**src/rtl/ballot_session_ctrl.sv**
```systemverilog
// ballot_session_ctrl
//   Front-end sequencer for the vote counter. Opens one ballot per officer
//   request, debounces the four candidate buttons, rejects multi-press and
//   emits exactly one vote_valid pulse (or one timeout pulse) per ballot.
//   Count readout (mode_grant) is granted only while no ballot is open.
//
// Parameters
//   DEBOUNCE_CYCLES  consecutive cycles a single button must stay held (>=1)
//   BALLOT_TIMEOUT   cycles from ballot issue until an unused ballot expires (>=2)
//
// Ports
//   clock         in   1   sole clock, rising edge
//   reset         in   1   synchronous, active-high
//   ballot_issue  in   1   officer request to open one ballot (level)
//   mode          in   1   1 = readout request, 0 = voting
//   button1..4    in   1   raw candidate buttons, active-high
//   ballot_open   out  1   ballot currently open
//   vote_valid    out  1   one-cycle pulse: commit one vote
//   vote_cand     out  2   candidate index 0..3, holds between pulses
//   reject        out  1   one-cycle pulse: multi-press detected
//   timeout       out  1   one-cycle pulse: ballot expired unused
//   mode_grant    out  1   readout granted to the counter
//   ballots_cast  out  16  audit count of committed votes
//
// Build option
//   BALLOT_AUDIT_EN  when defined, ballots_cast counts votes (saturating);
//                    otherwise it is tied to zero and no counter is built.

module ballot_session_ctrl #(
   parameter int DEBOUNCE_CYCLES = 4,
   parameter int BALLOT_TIMEOUT  = 1000
) (
   input  logic        clock,
   input  logic        reset,
   input  logic        ballot_issue,
   input  logic        mode,
   input  logic        button1,
   input  logic        button2,
   input  logic        button3,
   input  logic        button4,
   output logic        ballot_open,
   output logic        vote_valid,
   output logic [1:0]  vote_cand,
   output logic        reject,
   output logic        timeout,
   output logic        mode_grant,
   output logic [15:0] ballots_cast
);

   localparam int DW = $clog2(DEBOUNCE_CYCLES + 1);
   localparam int TW = $clog2(BALLOT_TIMEOUT + 1);

   typedef enum logic [2:0] {
      IDLE,
      ARMED,
      DEBOUNCE,
      COMMIT,
      REJECT,
      RELEASE
   } state_t;

   state_t         state, state_next;
   logic [3:0]     btn_q;
   logic [3:0]     cand, cand_next;
   logic [DW-1:0]  deb_cnt, deb_next;
   logic [TW-1:0]  tmo_cnt, tmo_next;
   logic           reject_next, timeout_next;
   logic           btn_none, btn_multi, btn_one, tmo_last, deb_done;

   function automatic logic [1:0] cand_index(input logic [3:0] oh);
      logic [1:0] idx;
      idx = '0;
      case (oh)
         4'b0010: idx = 2'd1;
         4'b0100: idx = 2'd2;
         4'b1000: idx = 2'd3;
         default: idx = 2'd0;
      endcase
      return idx;
   endfunction

   // Clearing the lowest set bit leaves a nonzero value only when two or
   // more buttons are held together.
   always_comb begin
      btn_none  = (btn_q == '0);
      btn_multi = ((btn_q & (btn_q - 4'd1)) != '0);
      btn_one   = !btn_none && !btn_multi;
      tmo_last  = (tmo_cnt == TW'(BALLOT_TIMEOUT - 1));
      deb_done  = (btn_q == cand) && (deb_cnt == DW'(DEBOUNCE_CYCLES));
   end

   always_comb begin
      state_next   = state;
      cand_next    = cand;
      deb_next     = deb_cnt;
      tmo_next     = tmo_cnt;
      reject_next  = 1'b0;
      timeout_next = 1'b0;
      case (state)
         IDLE: begin
            // Readout request has priority over opening a ballot.
            if (!mode && ballot_issue) begin
               state_next = ARMED;
               tmo_next   = '0;
               deb_next   = '0;
            end
         end
         ARMED: begin
            if (tmo_last) begin
               timeout_next = 1'b1;
               state_next   = RELEASE;
            end else begin
               tmo_next = tmo_cnt + TW'(1);
               if (btn_multi) begin
                  reject_next = 1'b1;
                  state_next  = REJECT;
               end else if (btn_one) begin
                  cand_next  = btn_q;
                  deb_next   = DW'(1);
                  state_next = DEBOUNCE;
               end
            end
         end
         DEBOUNCE: begin
            // A debounce completing on the expiry cycle still commits.
            if (deb_done) begin
               state_next = COMMIT;
            end else if (tmo_last) begin
               timeout_next = 1'b1;
               state_next   = RELEASE;
            end else begin
               tmo_next = tmo_cnt + TW'(1);
               if (btn_none) begin
                  state_next = ARMED;
               end else if (btn_multi) begin
                  reject_next = 1'b1;
                  state_next  = REJECT;
               end else if (btn_q == cand) begin
                  deb_next = deb_cnt + DW'(1);
               end else begin
                  cand_next = btn_q;
                  deb_next  = DW'(1);
               end
            end
         end
         COMMIT: begin
            state_next = RELEASE;
         end
         REJECT: begin
            if (tmo_last) begin
               timeout_next = 1'b1;
               state_next   = RELEASE;
            end else begin
               tmo_next = tmo_cnt + TW'(1);
               if (btn_none) state_next = ARMED;
            end
         end
         RELEASE: begin
            if (btn_none) state_next = IDLE;
         end
         default: state_next = IDLE;
      endcase
   end

   always_ff @(posedge clock) begin
      if (reset) begin
         state      <= IDLE;
         btn_q      <= '0;
         cand       <= '0;
         deb_cnt    <= '0;
         tmo_cnt    <= '0;
         vote_cand  <= '0;
         reject     <= 1'b0;
         timeout    <= 1'b0;
         mode_grant <= 1'b0;
      end else begin
         state      <= state_next;
         btn_q      <= {button4, button3, button2, button1};
         cand       <= cand_next;
         deb_cnt    <= deb_next;
         tmo_cnt    <= tmo_next;
         reject     <= reject_next;
         timeout    <= timeout_next;
         mode_grant <= (state == IDLE) && mode;
         if (state_next == COMMIT) vote_cand <= cand_index(cand);
      end
   end

   assign ballot_open = (state == ARMED) || (state == DEBOUNCE) || (state == REJECT);
   assign vote_valid  = (state == COMMIT);

`ifdef BALLOT_AUDIT_EN
   logic [15:0] cast_cnt;

   // Counts on the edge that raises vote_valid, so the two move together.
   always_ff @(posedge clock) begin
      if (reset) begin
         cast_cnt <= '0;
      end else if (state_next == COMMIT && cast_cnt != '1) begin
         cast_cnt <= cast_cnt + 16'd1;
      end
   end

   assign ballots_cast = cast_cnt;
`else
   assign ballots_cast = '0;
`endif

endmodule

```
**config.mk**
```make
export PLATFORM = sky130hd
export DESIGN_NAME = ballot_session_ctrl
export DESIGN_NICKNAME = d
export VERILOG_FILES = /design/src/rtl/ballot_session_ctrl.sv
export SDC_FILE = /design/constraint.sdc
export NUM_CORES = 1
export LEC_CHECK = 0
export BUFFER_PORTS_ARGS = -buffer_cell sky130_fd_sc_hd__buf_2
export CORE_MARGIN = 1
export CORE_UTILIZATION = 44
export DETAILED_ROUTE_END_ITERATION = 16
export PLACE_DENSITY = 0.63
export SLEW_MARGIN = 20
export SYNTH_ARGS = -nofsm -noshare
export SYNTH_HDL_FRONTEND = slang
export SYNTH_SLANG_ARGS = --single-unit
```
**constraint.sdc**
```tcl
create_clock -name clock -period 2.4 [get_ports clock]
set_input_delay 0.36 -clock clock [delete_from_list [all_inputs] [get_ports clock]]
set_output_delay 0.36 -clock clock [all_outputs]
set_load 0.02 [all_outputs]
```
## Word level (Yosys, flattened, before mapping)

Index checks and enable logic that the tools add are counted.

- Register bits: 29
- Latch bits: 0
- RAM bits: 0
- ROM bits: 0
- Output and inout bits: 23
- Logic and storage cells: 98
- Memories: 0

- Add/sub/neg operators: 3
- Multiply operators: 0
- Div/mod/pow operators: 0
- $lt $le $gt $ge: 0
- Eq/ne operators: 21
- Shift-type cells: 0
- Muxes and demuxes: 45
- Bitwise logic cells: 1
- Reductions and logical operators: 19

Operators with widths:

| cell | count |
|---|---|
| $mux 3 | 20 |
| $mux 4 | 8 |
| $mux 10 | 3 |
| $pmux 10 s3 | 1 |
| $ne 2x2->1 const B | 9 |
| $pmux 3 s6 | 1 |
| $reduce_and 9->1 | 2 |
| $add 10x1->10 const B | 1 |
| $eq 10x10->1 const B | 1 |
| $eq 3x2->1 const B | 3 |
| $eq 3x3->1 const B | 3 |
| $pmux 3 s3 | 1 |
| $pmux 4 s2 | 1 |
| $mux 1 | 7 |
| $pmux 2 s3 | 1 |
| $reduce_bool 3->1 | 2 |
| $and 4x4->4 | 1 |
| $eq 4x2->1 const B | 1 |
| $eq 4x3->1 const B | 1 |
| $eq 4x4->1 | 1 |
| $eq 4x4->1 const B | 1 |
| $logic_and 1x1->1 | 4 |
| $logic_not 4->1 | 1 |
| $pmux 1 s2 | 2 |
| 10 further kinds | 13 |

## Longest topological paths before layout

Gate-level depths: netlist (run 1).

- Depth in word-level cells: 10
- Gate-level depth with buffers: 7

## Worst setup path after synthesis (run 1)

No wires, ideal clock.

- Kind: reg2reg
- Start: reg state[2]
- End: reg tmo_cnt[5]
- Setup time: 0.070 ns
- Arrival time: 2.071 ns
- Required time: 2.330 ns
- Setup slack: 0.259 ns
- Cell stages (with the launch flop): 8
- Buffers on the path: 2
- Period minus slack after synthesis: 2.141 ns
- Cell sequence: dfxtp_1 -> or3b_1 -> buf_2 -> o21ai_0 -> a21oi_1 -> buf_2 -> or4_1 -> a21oi_1

- Word-level cells in the longest chain between the ends: 4
- Elaborated cells on any way between the ends: 10

Ends and longest elaborated chain:

| item | RTL line | source |
|---|---|---|
| from (decl) | 62 | `state_t state, state_next;` |
| from (signal assigned) | 177 | `state <= state_next;` |
| $eq 3x1->1 / $eq 3x3->1 (equally long branches) | 99 | `case (state)` |
| $reduce_or 2->1 (no source line) | - |  |
| $reduce_bool 3->1 (no source line) | - |  |
| $reduce_and 3->1 (no source line) | - |  |
| to (signal assigned) | 181 | `tmo_cnt <= tmo_next;` |
| to (decl) | 66 | `logic [TW-1:0] tmo_cnt, tmo_next;` |

Parallel ways exist; a longest one is shown, timed or not.
A chain may end at the register's enable or synchronous reset.

## Worst setup path after layout (run 1)

- Start: reg tmo_cnt[0]
- End: reg cand[3]

- Word-level cells in the longest chain between the ends: 3
- Elaborated cells on any way between the ends: 4

Ends and longest elaborated chain:

| item | RTL line | source |
|---|---|---|
| $eq 10x10->1 * | 88 | `tmo_last = (tmo_cnt == TW'(BALLOT_TIMEOUT - 1));` |
| $ne 2x2->1 (no source line) | - |  |
| $reduce_and 9->1 (no source line) * | - |  |
| to (signal assigned) | 179 | `cand <= cand_next;` |
| to (decl) | 64 | `logic [3:0] cand, cand_next;` |

Mark *: on every way between the ends. The rest lies on a longest branch, timed or not.

==> run_results.csv, run 1 <==
group,metric,value,unit
synthesis,ys_types,46,
setup_path,crit_path_end,"cand[3]",
global_routing,grt_use_total,19.8,%
finish,utilization,51.6,%
finish,nNetsFinal,251,
clocking,cts_made_buffers,5,
routing,drtAntennaViolNets,0,
sta,slew_headroom,38.7,%
clocking,cts_tree,"done",
global_routing,grt_pass1_vias,1396,
routing,routed_wl,3730,um
clocking,htreeDepth,2,
sta,period_minus_slack,2140,ps
power_and_ir_drop,p_leak,0.761,nW
sta,fin_skew,3.56,ps
synthesis,ys_seq_area_share,32.5,%
sta,rsz0062_at_grt,"no",
sta,hold_violations,0,
sta,setup_slack,264,ps
setup_path,critPathLaunchType,"register",
global_routing,grt_max_degree,17,
placement,dp_slack,277,ps
placement,postPlaceCellArea,1860,sq um
finish,syn_to_final_growth,9.05,%
placement,place_hpwl,2730,um
sta,slew_violations,0,
status,status,"complete, no violations",
synthesis,ys_seq_elements,29,
clocking,cts.sinks,29,
global_routing,grt-ovfl-total,0,
setup_path,r2r_slack,260,ps
finish,drive_gt1_share,15.0,%
sta,fin_crit_sh,89.0,%
setup_path,crit_start,"tmo_cnt[0]",
routing,dr.pass1.iters,4,
clocking,clkTransAtPathRegs,60,ps
sta,fin_tns_setup,0,ps
setup_path,worstPathArrival,2360,ps
sta,setup_viol,0,
synthesis,yosys.area.top_type,"dfxtp_1",
routing,detail_route.iter0.violations,108,
synthesis,synthArstFlopShare,0,%
clocking,clock_latency,290,ps
setup_path,ff2ff_path_depth,6,
setup_path,critical_path_class,"register to register",
synthesis,avgSynthCellArea,7.93,sq um
power_and_ir_drop,p_per_area,569,nW/um^2
routing,drc,0,
synthesis,synthCells,225,
finish,n_antenna_cell,0,
sta,worstMarginPinSlew,919,ps
setup_path,cp_max_fo,5,
power_and_ir_drop,peakVddDrop,0.000370,V
setup_path,r2r-start,"tmo_cnt[0]",
floorplan,io_pins,31,
placement,dp_cells,281,
setup_path,cp.required,2620,ps
floorplan,die_area,4310,sq um
job,maxCapViolCount,0,
floorplan,start_util,47.3,%
clocking,cts_buffer_depth,2,
setup_path,worst_r2r_endpoint,"cand[3]",
synthesis,syn_area,1780,sq um
placement,io_buffers,14,
floorplan,rows,22,
synthesis,synth_warnings,0,
placement,place_congestion,0.878,
routing,viasPerCell,5.34,
routing,via_count,1538,
global_routing,antenna_found_initial,0,
floorplan,die_y,65.7,um
finish,fin_cells,288,
synthesis,synth_top_flop_cell,"dfxtp_1",
global_routing,grt_pass1_wl,6440,um
floorplan,die_x,65.7,um
finish,fin_area,1950,sq um
synthesis,synth_edf_count,0,
clocking,root_buffer,"clkbuf_8",
routing,wl_per_cell,13.0,um
hold_path,hold_class,"input port to register",
synthesis,synth_area_leaders,"dfxtp_1 33%, buf_4 6.7%, mux2i_1 5.6%",
floorplan,core_area,3770,sq um
synthesis,synth_top_area_share,32.5,%
setup_path,endpoint_kind,"register",
clocking,cts_resized,0,
sta,fmax,468,MHz
==> cell usage in the layout, fill, tap and decap left out, drive strengths merged, types with 5 or more instances in the layout <==
master  instances
or2             6
nor2            9
o21ai          11
xnor2           8
a21oi          12
buf            23
mux2i          10
nand3           7
conb           16
nor3            9
dfxtp          29
nand2          26
inv             7
nor4            5
or4             7
clkbuf          7
==> where the power goes <==
group	switching, mW	internal, mW
registers	0.0218	0.496
clock network	0.182	0.227
logic	0.113	0.0686
==> layout make-up <==
| class | count | area (sq um) |
|---|---|---|
| multi-input cells | 174 | 1050 |
| fillers | 385 | 1830 |
| repair buffers | 23 | 138 |
| inverters | 7 | 26.3 |
| flip-flops and latches | 29 | 581 |
| well taps | 48 | 60.1 |
| clock buffers | 7 | 86.3 |
==> worst min path at each step <==
stage	from	end	slack, ps	cells after the start
after CTS	button4	btn_q[3]	280	2
final	button4	btn_q[3]	280	2
after global routing	button4	btn_q[3]	290	2
after detailed placement	vote_cand[1]	vote_cand[1]	440	2
after floorplan	tmo_cnt[8]	tmo_cnt[8]	440	2
after global placement	vote_cand[1]	vote_cand[1]	440	2
==> cells in the mapped netlist (5+ instances only) <==
library cell,number
dfxtp_1,29
nand2_1,26
buf_4,16
a21oi_1,12
o21ai_0,11
mux2i_1,10
nor2_1,9
nor3_1,9
xnor2_1,8
clkbuf_1,7
inv_1,7
nand3_1,7
or4_1,7
buf_2,5
nor4_1,5
or2_2,5
==> flip-flops by register name (all words and copies together) (netlist names) <==
signal      cells
deb_cnt         3
cand            4
mode_grant      1
timeout         1
vote_cand       2
reject          1
btn_q           4
state           3
tmo_cnt        10
==> cells by family (layout without fill, tap and decap cells) <==
logic type	after synthesis	count (layout)	share of synthesized area [%]
muxes	10	10	5.61
and+or+nand+nor	93	93	28.1
AOI/OAI and AO/OA	43	43	15.5
other	1	16	0.210
DFF	29	29	32.5
xor gates and xnor gates	9	9	4.42
adders and majority gates	3	3	2.10
buffers and inverters	37	37	11.5
==> metrics by stage <==
stage               hold slack [ps]  power (mW)
floorplan                       443       0.682
global placement                439       0.706
detailed placement              444       0.708
CTS                             277        1.12
global route                    289        1.17
finish                          279        1.11
==> what timing repair did <==
item	in CTS	in global routing
endpoints found under the hold margin	0	0
buffers inserted	0	0
hold buffers	0	0
setup endpoints to repair	0	2
==> critical path, cell delays in order (launching register included) <==
cell and delay (ps):
dfxtp_1 340, ha_1 230, nand2_1 90, nor4_1 60
or2_1 280, a222oi_1 810, mux2i_1 260
==> metal layers <==
| metal | vias to the layer above | part of all wire [%] | GRT usage [%] |
|---|---|---|---|
| li1 | 798 | - | - |
| met1 | 701 | 49 | 25.9 |
| met2 | 29 | 44 | 28.8 |
| met3 | 10 | 3.9 | 4.17 |
| met4 | 0 | 3.0 | 13.3 |
| met5 | - | 0 | 0 |
No activity file was read; power rests on OpenSTA's default activity.
==> run 2: changes to the inputs <==
BUFFER_PORTS_ARGS = default   (was -buffer_cell sky130_fd_sc_hd__buf_2)
DONT_BUFFER_PORTS = 1   (was default)
PLACE_DENSITY = 0.57   (was 0.63)
==> run 2 against run 1 <==
Net effect: first-iteration DRC count down 19%; clock skew up 2.0 ps; total power grew 9.8%; sequential cell count unchanged.
==> run_results.csv, run 2 (synthesized netlist as in run 1, its figures left out) <==
group,metric,value,unit
routing,wl_per_cell,13.4,um
clocking,post_cts_buffers,0,
finish,final_common_cell,"dfxtp_1",
routing,drtAntennaViolNets,0,
clocking,root_buffer,"clkbuf_8",
power_and_ir_drop,peakVddDrop,0.000328,V
setup_path,endpoint_kind,"register",
floorplan,io_pins,31,
placement,postPlaceCellArea,1810,sq um
setup_path,worstPathArrival,2400,ps
job,maxCapViolCount,0,
routing,drc,0,
hold_path,whs_endpoint,"state[0]",
finish,syn_to_final_growth,8.06,%
clocking,cts_hold_buf,0,
routing,wl_met3,172,um
routing,wl_met2,1800,um
routing,dr.pass1.iters,4,
setup_path,cp.required,2610,ps
power_and_ir_drop,p_leak,0.727,nW
placement,io_buffers,0,
finish,reg_top3,"tmo_cnt x10, btn_q x4, cand x4",
hold_path,hold_depth,1,
sta,whs,138,ps
hold_path,hold_class,"input port to register",
routing,via_count,1505,
global_routing,grt_pass1_wl,6330,um
finish,fin_area,1930,sq um
floorplan,rows,22,
sta,fin_tns_setup,0,ps
clocking,htreeDepth,2,
clocking,cts_made_buffers,5,
finish,nNetsFinal,240,
clocking,cts_tree,"done",
hold_path,min-delay-start,"reset",
sta,fmax,456,MHz
sta,setup_slack,209,ps
sta,slew_violations,0,
status,status,"complete, no violations",
finish,largest_register_ffs,10,
sta,fin_skew,5.56,ps
global_routing,grt_use_total,19.3,%
clocking,clkTransAtPathRegs,70,ps
setup_path,cp_max_fo,9,
global_routing,grt_max_degree,17,
floorplan,die_area,4310,sq um
floorplan,die_x,65.7,um
finish,top_register,"tmo_cnt",
sta,fin_crit_sh,91.3,%
placement,dp_slack,239,ps
setup_path,critPathLaunchType,"register",
setup_path,r2r_slack,210,ps
finish,nFillCells,374,
finish,n_antenna_cell,0,
sta,period_minus_slack,2190,ps
floorplan,die_y,65.7,um
floorplan,core_area,3770,sq um
sta,hold_violations,0,
finish,multi_input_area,1050,sq um
routing,viasPerCell,5.41,
clocking,cts.sinks,29,
placement,place_hpwl,2700,um
routing,m1WireLength,1690,um
placement,place_congestion,0.847,
setup_path,critical_path_class,"register to register",
power_and_ir_drop,p_per_area,631,nW/um^2
floorplan,start_util,47.3,%
finish,seqCellArea,581,sq um
setup_path,r2r-start,"btn_q[3]",
sta,setup_viol,0,
sta,rsz0062_at_grt,"no",
routing,routed.top_layer,"met4",
setup_path,ff2ff_path_depth,5,
setup_path,worst_r2r_endpoint,"vote_cand[0]",
global_routing,grt-ovfl-total,0,
global_routing,grt_pass1_vias,1412,
clocking,cts_resized,0,
clocking,clock_latency,280,ps
routing,routed_wl,3730,um
finish,final_cell_mix,"29 x dfxtp_1, 26 x nand2_1, 16 x conb_1, 12 x a21oi_1, 12 x buf_4",
global_routing,antenna_found_initial,0,
clocking,cts_buffer_depth,2,
finish,drive_gt1_share,11.3,%
routing,detail_route.iter0.violations,87,
power_and_ir_drop,p_total,1.22,mW
run 2: cell count changes in the layout (fill, tap and decap cells not counted), sizes merged:
cell,previous run,this run
bufinv,0,1
buf,23,12
run 2: how the worst max path moves through the flow:
stage                    to  startpoint  cells after the start  slack (ps)
2_1_floorplan    tmo_cnt[5]    state[2]                      7         260
3_3_place_gp   vote_cand[1]    btn_q[3]                      5         310
3_5_place_dp   vote_cand[1]    btn_q[3]                      5         240
4_1_cts        vote_cand[1]    btn_q[3]                      5         210
5_1_grt        vote_cand[1]    btn_q[3]                      5          60
6_report       vote_cand[0]    btn_q[3]                      5         210
run 2: metal layers:
layer,vias up,track usage [%]
met2,38,32.1
met4,0,8.70
met5,-,0
met3,6,5.73
li1,774,-
met1,687,22.6
run 2: per-stage QoR:
step | instances | util (%)
after floorplan | 240 | -
after global placement | 270 | 48.0
after detailed placement | 270 | 48.0
after CTS | 278 | 51.1
after global routing | 278 | 51.1
final | 278 | 51.1
run 2: final cells by class:
class	instances	share of cell area, %
repair buffers	12	4.67
flip-flops and latches	29	30.1
well taps	48	3.11
clock inverters	1	1.56
inverters	7	1.36
clock buffers	7	4.48
multi-input cells	174	54.7
run 2: worst max-delay path: stages (launching register included):
cell and delay [ps]:
dfxtp_1 480, xnor2_1 180, nand4_2 250, or3_1 560
or4_1 510, a21oi_1 150
run 2: power by group:
group	internal, mW	total [mW]	switching, mW
Clock	0.338	0.525	0.187
Sequential	0.495	0.513	0.0177
Combinational	0.0673	0.178	0.111
